==> src/rtl/dffnsre_bank_ctrl.sv <==
// dffnsre_bank_ctrl
//   Command sequencer for a bank of WIDTH negative-edge dffnsre flops sharing E/R/S and an
//   output-gating select. Accepts LOAD/CLEAR/PRESET/SHOW over valid/ready and drives the bank
//   controls with safe ordering: one active control phase, a settle cycle with everything low,
//   then an optional show window. A shadow copy of the expected bank contents is kept alongside.
//
// Ports
//   C          in   clock (controller on posedge; bank samples on negedge)
//   R          in   asynchronous active-high reset
//   cmd_valid  in   command present
//   cmd_ready  out  high only in IDLE
//   cmd_op     in   00 LOAD, 01 CLEAR, 10 PRESET, 11 SHOW
//   cmd_data   in   load value (LOAD only)
//   abort      in   terminate current command, back to IDLE without done
//   E_o/R_o/S_o out bank enable / clear / preset
//   D_o        out  bank data, holds last loaded value
//   sel_o      out  bank output select (1 = flop values visible)
//   busy       out  state != IDLE
//   done       out  one-cycle pulse in the first IDLE cycle after normal completion
//   q_exp      out  shadow of expected bank contents
//   q_exp_vld  out  shadow valid
module dffnsre_bank_ctrl #(
    parameter int unsigned WIDTH        = 8,
    parameter int unsigned PULSE_CYCLES = 1,
    parameter int unsigned SHOW_CYCLES  = 4
) (
    input  logic             C,
    input  logic             R,
    input  logic             cmd_valid,
    output logic             cmd_ready,
    input  logic [1:0]       cmd_op,
    input  logic [WIDTH-1:0] cmd_data,
    input  logic             abort,
    output logic             E_o,
    output logic             R_o,
    output logic             S_o,
    output logic [WIDTH-1:0] D_o,
    output logic             sel_o,
    output logic             busy,
    output logic             done,
    output logic [WIDTH-1:0] q_exp,
    output logic             q_exp_vld
);

    localparam logic [1:0] OpLoad   = 2'b00;
    localparam logic [1:0] OpClear  = 2'b01;
    localparam logic [1:0] OpPreset = 2'b10;
    localparam logic [1:0] OpShow   = 2'b11;

    localparam int unsigned MaxCyc = (PULSE_CYCLES > SHOW_CYCLES) ? PULSE_CYCLES : SHOW_CYCLES;
    localparam int unsigned CntW   = $clog2(MaxCyc + 1);
    localparam logic [CntW-1:0] PulseLd = CntW'(PULSE_CYCLES - 1);
    localparam logic [CntW-1:0] ShowLd  = CntW'((SHOW_CYCLES > 0) ? SHOW_CYCLES - 1 : 0);

    typedef enum logic [2:0] {StIdle, StClr, StSet, StLoad, StSettle, StShow} state_t;

    state_t            r_state;
    logic [CntW-1:0]   r_cnt;
    logic              r_e;
    logic              r_r;
    logic              r_s;
    logic              r_sel;
    logic              r_done;
    logic [WIDTH-1:0]  r_d;
    logic [WIDTH-1:0]  r_q;
    logic              r_vld;
    logic              w_idle;

    assign w_idle    = (r_state == StIdle);
    assign cmd_ready = w_idle;
    assign busy      = ~w_idle;
    assign E_o       = r_e;
    assign R_o       = r_r;
    assign S_o       = r_s;
    assign D_o       = r_d;
    assign sel_o     = r_sel;
    assign done      = r_done;
    assign q_exp     = r_q;
    assign q_exp_vld = r_vld;

    // Outputs are registered together with the state they belong to, so each output
    // reflects the state entered at the same edge.
    always_ff @(posedge C or posedge R) begin
        if (R) begin
            r_state <= StIdle;
            r_cnt   <= '0;
            r_e     <= 1'b0;
            r_r     <= 1'b0;
            r_s     <= 1'b0;
            r_sel   <= 1'b0;
            r_done  <= 1'b0;
            r_d     <= '0;
            r_q     <= '0;
            r_vld   <= 1'b0;
        end else begin
            r_done <= 1'b0;
            if (!w_idle && abort) begin
                r_state <= StIdle;
                r_e     <= 1'b0;
                r_r     <= 1'b0;
                r_s     <= 1'b0;
                r_sel   <= 1'b0;
                // Bank may have been partially written: shadow can no longer be trusted.
                if (r_state inside {StClr, StSet, StLoad}) begin
                    r_vld <= 1'b0;
                end
            end else begin
                unique case (r_state)
                    StIdle: begin
                        if (cmd_valid) begin
                            unique case (cmd_op)
                                OpLoad: begin
                                    r_state <= StLoad;
                                    r_e     <= 1'b1;
                                    r_d     <= cmd_data;
                                end
                                OpClear: begin
                                    r_state <= StClr;
                                    r_r     <= 1'b1;
                                    r_cnt   <= PulseLd;
                                end
                                OpPreset: begin
                                    r_state <= StSet;
                                    r_s     <= 1'b1;
                                    r_cnt   <= PulseLd;
                                end
                                OpShow: begin
                                    if (SHOW_CYCLES == 0) begin
                                        r_done <= 1'b1;
                                    end else begin
                                        r_state <= StShow;
                                        r_sel   <= 1'b1;
                                        r_cnt   <= ShowLd;
                                    end
                                end
                                default: ;
                            endcase
                        end
                    end
                    StClr: begin
                        if (r_cnt == '0) begin
                            r_state <= StSettle;
                            r_r     <= 1'b0;
                            r_q     <= '0;
                            r_vld   <= 1'b1;
                        end else begin
                            r_cnt <= r_cnt - 1'b1;
                        end
                    end
                    StSet: begin
                        if (r_cnt == '0) begin
                            r_state <= StSettle;
                            r_s     <= 1'b0;
                            r_q     <= '1;
                            r_vld   <= 1'b1;
                        end else begin
                            r_cnt <= r_cnt - 1'b1;
                        end
                    end
                    StLoad: begin
                        r_state <= StSettle;
                        r_e     <= 1'b0;
                        r_q     <= r_d;
                        r_vld   <= 1'b1;
                    end
                    StSettle: begin
                        if (SHOW_CYCLES == 0) begin
                            r_state <= StIdle;
                            r_done  <= 1'b1;
                        end else begin
                            r_state <= StShow;
                            r_sel   <= 1'b1;
                            r_cnt   <= ShowLd;
                        end
                    end
                    StShow: begin
                        if (r_cnt == '0) begin
                            r_state <= StIdle;
                            r_sel   <= 1'b0;
                            r_done  <= 1'b1;
                        end else begin
                            r_cnt <= r_cnt - 1'b1;
                        end
                    end
                    default: begin
                        r_state <= StIdle;
                        r_e     <= 1'b0;
                        r_r     <= 1'b0;
                        r_s     <= 1'b0;
                        r_sel   <= 1'b0;
                    end
                endcase
            end
        end
    end

endmodule

==> config.mk <==
export PLATFORM = sky130hd
export DESIGN_NAME = dffnsre_bank_ctrl
export DESIGN_NICKNAME = d
export VERILOG_FILES = /design/src/rtl/dffnsre_bank_ctrl.sv
export SDC_FILE = /design/constraint.sdc
export NUM_CORES = 1
export LEC_CHECK = 0
export CORE_MARGIN = 5
export CORE_UTILIZATION = 45
export DETAILED_ROUTE_END_ITERATION = 16
export PLACE_DENSITY = 0.73
export SYNTH_ARGS = -nofsm -noshare
export SYNTH_HDL_FRONTEND = slang
export SYNTH_SLANG_ARGS = --single-unit
==> constraint.sdc <==
create_clock -name C -period 1.9 [get_ports C]
set_clock_uncertainty 0.05 [all_clocks]
set_input_delay 0.38 -clock C [delete_from_list [all_inputs] [get_ports C]]
set_output_delay 0.38 -clock C [all_outputs]
set_load 0.01 [all_outputs]
# After elaboration in Yosys (flattened, before gate mapping)
# Index checks and enable logic that the tools add are counted.
dict set report word_totals {
  register_bits 28
  latch_bits 0
  mem_bits_rw 0
  mem_bits_ro 0
  inputBits 14
  out_inout_bits 24
  word_cells 101
  n_memories 0
}
dict set report op_classes {
  addsub 1
  n_mul 0
  n_div 0
  magnitude_cmp 0
  eq_ne 27
  shift 0
  n_mux 37
  bitwise_logic 2
  reduce_logical 24
}
# op count
set op_table {}
lappend op_table {{$pmux 8 s3} 1}
lappend op_table {{$reduce_and 4->1} 5}
lappend op_table {{$mux 1} 19}
lappend op_table {{$mux 3} 6}
lappend op_table {{$mux 8} 2}
lappend op_table {{$ne 3x1->1 const B} 5}
lappend op_table {{$pmux 3 s5} 1}
lappend op_table {{$ne 2x1->1 const B} 7}
lappend op_table {{$ne 3x2->1 const B} 4}
lappend op_table {{$pmux 3 s4} 1}
lappend op_table {{$reduce_or 4->1} 3}
lappend op_table {{$pmux 3 s3} 1}
lappend op_table {{$reduce_and 3->1} 3}
lappend op_table {{$reduce_bool 3->1} 3}
lappend op_table {{$eq 3x2->1 const B} 2}
lappend op_table {{$eq 3x3->1 const B} 2}
lappend op_table {{$logic_not 3->1} 2}
lappend op_table {{$pmux 1 s3} 2}
lappend op_table {{$pmux 3 s2} 1}
lappend op_table {{$reduce_or 3->1} 2}
lappend op_table {{$reduce_and 5->1} 1}
lappend op_table {{$eq 2x2->1 const B} 2}
lappend op_table {{$ne 2x2->1 const B} 2}
lappend op_table {{$pmux 1 s2} 2}
lappend op_table {{other kinds (10)} 12}

# Longest topological paths before layout
# Gate-level depths: netlist of the first run.
dict set report logic_depth {
  depth_word 5
  depth_mapped 6
  mapped_depth_nobuf 6
}

# Worst setup path after synthesis of the first run
# No wires, ideal clock.
dict set report synth_path {
  path_type {reg2reg}
  start {register r_cnt[0]}
  end {register r_q[0] (netlist: q_exp[0])}
  setup_time_ns 0.125
  arrival_time_ns 1.511
  required_ns 1.725
  path_slack_ns 0.215
  stages_incl_launch_ff 7
  n_path_buf 0
  synth_period_minus_slack_ns 1.685
  path_cell_list {dfrtp_1 > inv_1 > ha_1 > nand2b_1 > o21ai_1 > nand3_1 > mux2_2}
}
dict set report synth_between {
  elab_chain_cells 3
  elab_cells_between_ends 4
  cone_classes {eq/ne: 2; reduce/logical: 2}
}
# element line_no
set synth_rtl {}
lappend synth_rtl {{start, declared} 58} ;# logic [CntW-1:0] r_cnt;
lappend synth_rtl {{start signal, assigned} 120} ;# r_cnt <= PulseLd;
lappend synth_rtl {{start signal, assigned} 125} ;# r_cnt <= PulseLd;
lappend synth_rtl {{start signal, assigned} 133} ;# r_cnt <= ShowLd;
lappend synth_rtl {{$logic_not 3->1 *} {141, 151}}
lappend synth_rtl {{$ne 2x1->1 (no source line)} --}
lappend synth_rtl {{$reduce_and 4->1 (no source line) *} --}
lappend synth_rtl {{end signal, assigned} 163} ;# r_q <= r_d;
lappend synth_rtl {{end, declared} 65} ;# logic [WIDTH-1:0] r_q;
# Every way passes the cells marked *; elsewhere a longest branch is shown, timed or not.
# A chain may end at the register's enable or synchronous reset.

# Worst setup path in the final report of the first run
dict set report layout_path {
  start {register r_state[1]}
  end {register r_cnt[2]}
}
dict set report layout_between {
  elab_chain_cells 5
  elab_cells_between_ends 15
  cone_classes {eq/ne: 7; mux: 1; bitwise: 1; reduce/logical: 6}
}
# element line_no
set layout_rtl {}
lappend layout_rtl {{start, declared} 57} ;# state_t r_state;
lappend layout_rtl {{start signal, assigned} 85} ;# r_state <= StIdle;
lappend layout_rtl {{start signal, assigned} 98} ;# r_state <= StIdle;
lappend layout_rtl {{start signal, assigned} 113} ;# r_state <= StLoad;
lappend layout_rtl {{branches (longest 5 deep; another with $reduce_and 5->1)} --}
# Several ways; the timed one is not identified.

==> flow_metrics.tcl, run 1 <==
set metrics [dict create \
    status "finished clean" \
    maxSlewViolCount 0 \
    whs_ns 0.300 \
    ios 38 \
    yosysSeqAreaShare 0.439 \
    critPathKind "reg -> reg" \
    clock_sinks 28 \
    ant_nets 0 \
    setup_viol 0 \
    holdBufCountCts 0 \
    portBuffers 37 \
    n_antenna_cell 0 \
    leakagePower_nw 1.04 \
    final_cells 259 \
    synthArstFlopShare 1.00 \
    grt_pass1_wl_um 6820 \
    drt-wirelength-per-cell_um 14.8 \
    placed_cells 252 \
    crit_path_max_fanout 25 \
    cts_root_buffer "clkbuf_4" \
    synth_edf_count 0 \
    coreArea_um2 3390 \
    cp_slowest_cell "or4b_4" \
    fin_util 0.663 \
    tns_ns 0 \
    critPathLaunchType "flop" \
    grt_use_total 0.171 \
    syn_to_final_growth_pct 40.7 \
    fin_crit_ns 1.81 \
    syn-num-nets 180 \
    routed_wirelength_um 3840 \
    synth_top_area_frac 0.439 \
    maxCapViolCount 0 \
    clock_latency_ns 0.32 \
    path_cells "buf_4, buf_12, or4b_4, o32ai_4, o21ai_1, a22o_1" \
    fin_area_um2 2250 \
    ys_types 37 \
    ir_worst_vdd_mv 0.697 \
    syn_area_um2 1600 \
    die_area_um2 4840 \
    htree_levels 1 \
    cts_tree "done" \
    synthFlopType "dfrtp_1" \
    post-route-drc-count 0 \
    synthTopCellsByArea "dfrtp_1 44%, mux2_2 11%, ha_1 5.5%, a21oi_1 5.0%, inv_1 4.5%" \
    slew_headroom 0.713 \
    antenna_found_initial 0 \
    layout_commonest_cell "clkdlybuf4s50_1" \
    postLayoutSetupSlackWorst_ns 0.0857 \
    dieWidth_um 69.6 \
    grt_pass1_vias 1485 \
    endpoint_kind "flop" \
    worstHoldPathType "in -> async" \
    vias_per_cell 5.36 \
    mostFrequentLayoutCells "35 x clkdlybuf4s50_1, 28 x dfrtp_1, 19 x inv_1" \
    vias 1387 \
    max_freq_mhz 551 \
    yosysWarnings 0 \
    synth_area_per_cell_um2 10.0 \
    drt_iter0_drc 121 \
    synth.ff_latch_count 28 \
    slowest_delay_ns 0.51 \
    path_clk_slew_ns 0.16 \
    power_density_nw_per_um2 1550 \
    synth_cells 159 \
    synth_top_cell_by_area "dfrtp_1" \
    clockBufferDepth 2 \
    post-dp-hpwl_um 2940 \
    grt_overflow 0 \
    multi_input_area_um2 792 \
    start_util 0.471 \
    nNetsFinal 235 \
    pre_cts_ws_ns -0.180 \
    rows 21 \
    dr.pass1.iters 4 \
    worst_pin_slew_ns 0.425 \
    die_y_um 69.6 \
    place_congestion 0.864 \
    required_ns 2.08 \
    power_mw 3.49 \
    grt_max_degree 28 \
    fillers 283 \
    seqCellArea_um2 701 \
    fin_crit_sh 0.955 \
    drive_gt1_frac 0.230 \
    placed_area_um2 2160 \
    cts_buffers 3 \
    worst_ep_arrival_time_ns 1.99 \
    hold_viol 0 \
]
-- sequential cells by signal (all words and copies together), names as in the netlist --
signal	cells
E_o	1
q_exp	8
q_exp_vld	1
S_o	1
D_o	8
done	1
r_state	3
sel_o	1
r_cnt	3
R_o	1
-- worst max-delay path, delay by kind of cell (launching register included) --
kind / cells / cell delay, ns
buf+inv: 2 / 0.30
flops: 1 / 0.42
compound gates: 3 / 0.46
simple gates: 1 / 0.51
-- path summary, 6_finish.rpt --
path                            start  endpoint  slack, ns  cells after the start
max in group asynchronous           R       R_o       1.27                      3
min in group C                    E_o       E_o       0.48                      2
hold / removal                      R    D_o[5]       0.30                      3
setup reg to reg           r_state[1]  r_cnt[2]       0.09                      6
hold reg to reg                   E_o       E_o       0.48                      2
setup / recovery           r_state[1]  r_cnt[2]       0.09                      6
-- per-layer routing --
layer,global-route usage,up-vias,wire (µm)
met2,0.286,43,1890
met5,0,-,0
met4,0.0564,0,66
li1,-,665,-
met1,0.214,671,1650
met3,0.0420,8,235
-- logic make-up (layout without fill, tap and decap cells) --
kind of cell	Yosys count	after routing	share of synthesized area
adder cells (fa/ha/maj)	7	7	0.0548
AND/OR/NAND/NOR	34	34	0.114
AO/OA/AOI/OAI	43	43	0.188
multiplexers	19	19	0.132
buffers and inverters	28	82	0.0736
flip-flops	28	28	0.439
-- synth_stat cells, drive strengths merged (2+ instances only) --
cell	count
dfrtp	28
inv	19
a21oi	16
mux2	16
nor2	9
nand2	8
ha	7
o21ai	7
buf	5
clkbuf	4
nand2b	4
nor2b	4
o311ai	4
mux2i	3
a211oi	2
nor3	2
o21a	2
o22ai	2
o31ai	2
-- power breakdown --
part           switching (mW)  internal, mW  leakage (nW)
clock network           0.179         0.213        0.0279
registers               0.188         0.868         0.357
logic                   0.943          1.10         0.658
-- layout make-up --
cell class / instances / share of cell area
clock buffers: 3 / 0.0100
clock inverters: 1 / 0.0134
inverters: 19 / 0.0317
multi-input cells: 103 / 0.352
flip-flops and latches: 28 / 0.312
well taps: 46 / 0.0256
repair buffers: 59 / 0.255
-- what timing repair did --
| item | in CTS | in global routing |
|---|---|---|
| setup endpoints to repair | 2 | 9 |
| pin swaps | 1 | 0 |
| gates resized for setup | 3 | 4 |
| gates cloned | 0 | 0 |
| buffers inserted | 3 | 0 |
Power figures use the tool's default switching activity.
==> run 2, diff against run 1 <==
==> constraint.sdc (replaced) <==
create_clock -name C -period 2 [get_ports C]
set_clock_uncertainty 0.05 [all_clocks]
set_input_delay 0.4 -clock C [delete_from_list [all_inputs] [get_ports C]]
set_output_delay 0.4 -clock C [all_outputs]
set_load 0.01 [all_outputs]
==> run 2 against run 1 <==
First-iteration DRC count shrank 48%. Sequential share of layout area grew 0.80 points. Final area shrank 2.3%. Non-clock buffer count shrank 7. Critical endpoint is now q_exp[6]. Setup slack gained 0.10 ns. Combinational power shrank 8%. Fmax grew 0.25%. Critical path type unchanged.
==> flow_metrics.tcl, run 2 (same netlist as run 1, synthesis figures left out) <==
set metrics [dict create \
    grt_pass1_vias 1398 \
    slowest_delay_ns 0.46 \
    max_freq_mhz 553 \
    place_congestion 0.921 \
    path_clk_slew_ns 0.16 \
    grt_max_degree 27 \
    clock_power_share 0.113 \
    n_antenna_cell 0 \
    dieWidth_um 69.6 \
    die_y_um 69.6 \
    pwr-share-comb 0.575 \
    routed_wirelength_um 3670 \
    grt_pass1_wl_um 6230 \
    setup_viol 0 \
    status "finished clean" \
    cp.buffers_inverters 2 \
    maxCapViolCount 0 \
    hold_viol 0 \
    reg2reg_slack_ns 0.19 \
    grt_use_total 0.157 \
    antenna_found_initial 0 \
    cts_tree "done" \
    p_seq_frac 0.311 \
    required_ns 2.18 \
    worst_ep_arrival_time_ns 1.99 \
    cp_slowest_cell "dfrtp_2" \
    mostFrequentLayoutCells "35 x clkdlybuf4s50_1, 27 x dfrtp_1, 19 x inv_1" \
    htree_levels 1 \
    nNetsFinal 228 \
    dr.pass1.iters 4 \
    rows 21 \
    drt_iter0_drc 63 \
    fin_crit_ns 1.81 \
    die_area_um2 4840 \
    portBuffers 37 \
    post-route-drc-count 0 \
    worst_pin_slew_ns 0.457 \
    worstHoldPathType "in -> async" \
    syn_to_final_growth_pct 37.4 \
    postLayoutSetupSlackWorst_ns 0.190 \
    slew_headroom 0.692 \
    path_cells "buf_4, nor2_1, o21ai_1, nand3_1, buf_12, mux2_2" \
    fin_crit_sh 0.905 \
    clock_latency_ns 0.33 \
    endpoint_kind "flop" \
    drive_gt1_frac 0.199 \
    critPathKind "reg -> reg" \
    start_util 0.471 \
    pre_cts_ws_ns -0.0953 \
    vias 1328 \
    power_density_nw_per_um2 1490 \
    cts_buffers 3 \
    vias_per_cell 5.27 \
    switching_power_mw 1.23 \
    crit_path_max_fanout 26 \
    placed_cells 247 \
    final_cells 252 \
    clock_sinks 28 \
    grt_setup_unrepaired "false" \
    clockBufferDepth 2 \
    switching_share 0.377 \
    critPathLaunchType "flop" \
    maxSlewViolCount 0 \
    ant_nets 0 \
    ir_worst_vdd_mv 0.673 \
    coreArea_um2 3390 \
    layout_commonest_cell "clkdlybuf4s50_1" \
    post-dp-hpwl_um 2730 \
    placed_area_um2 2120 \
    ios 38 \
    critical-path-top-delay-family "flip-flops" \
    fin_area_um2 2200 \
    cts_root_buffer "clkbuf_4" \
    drt-wirelength-per-cell_um 14.6 \
    internal-power_mw 2.04 \
    grt_overflow 0 \
    leakagePower_nw 1.02 \
]
run 2: changes by cell type in the layout (fill, tap and decap cells not counted), sizes merged:
cell          before  now
dlymetal6s2s       0    1
buf               22   15
dlygate4sd2        2    1
run 2: metrics by stage:
stage                util  setup TNS, ns  hold slack, ns  power (mW)
floorplan               -              0           0.415        2.08
global placement    0.626        -0.0585           0.444        2.84
detailed placement  0.626         -0.406           0.448        2.89
CTS                 0.643              0           0.287        3.27
global route        0.648              0           0.320        3.52
finish              0.648              0           0.289        3.27
run 2: path summary, 6_finish.rpt:
path | startpoint | end | depth (start not counted)
worst max register to register | r_state[0] | q_exp[6] | 6
worst max-delay path | r_state[0] | q_exp[6] | 6
min in group C | q_exp[5] | q_exp[5] | 1
max in group asynchronous | R | r_state[0] | 3
worst min register to register | q_exp[5] | q_exp[5] | 1
worst min-delay path | R | q_exp[5] | 3
run 2: worst reg2reg max path, cell delays in order (launching register included):
cell and delay [ns]:
dfrtp_2 0.46, buf_4 0.23, nor2_1 0.22, o21ai_1 0.10
nand3_1 0.18, buf_12 0.15, mux2_2 0.33
run 2: routing by layer:
layer | vias up | global-route usage | wire length (µm)
li1 | 647 | - | -
met1 | 635 | 0.196 | 1620
met2 | 42 | 0.258 | 1780
met3 | 4 | 0.0464 | 236
met4 | 0 | 0.0499 | 31
met5 | - | 0 | 0
run 2: area by class of cell:
class,instances,area (µm²)
clock buffer,3,22.5
clock inverter,1,30.0
fill,276,1190
inverter,19,71.3
multi-input combinational,103,791
sequential,28,702
tap,46,57.6
timing repair buffer,52,522
run 2: power by group through the flow:
stage	clock [mW]	sequential, mW	combinational (mW)
floorplan	0	1.07	1.00
global placement	0	1.01	1.83
detailed placement	0	1.02	1.87
CTS	0.384	1.01	1.88
global route	0.406	1.06	2.06
finish	0.371	1.02	1.88
run 2: repair_timing:
action | in CTS | in global routing
buffers inserted | 0 | 1
resized for setup | 2 | 3
setup endpoints to repair | 2 | 1
hold buffers | 0 | 0
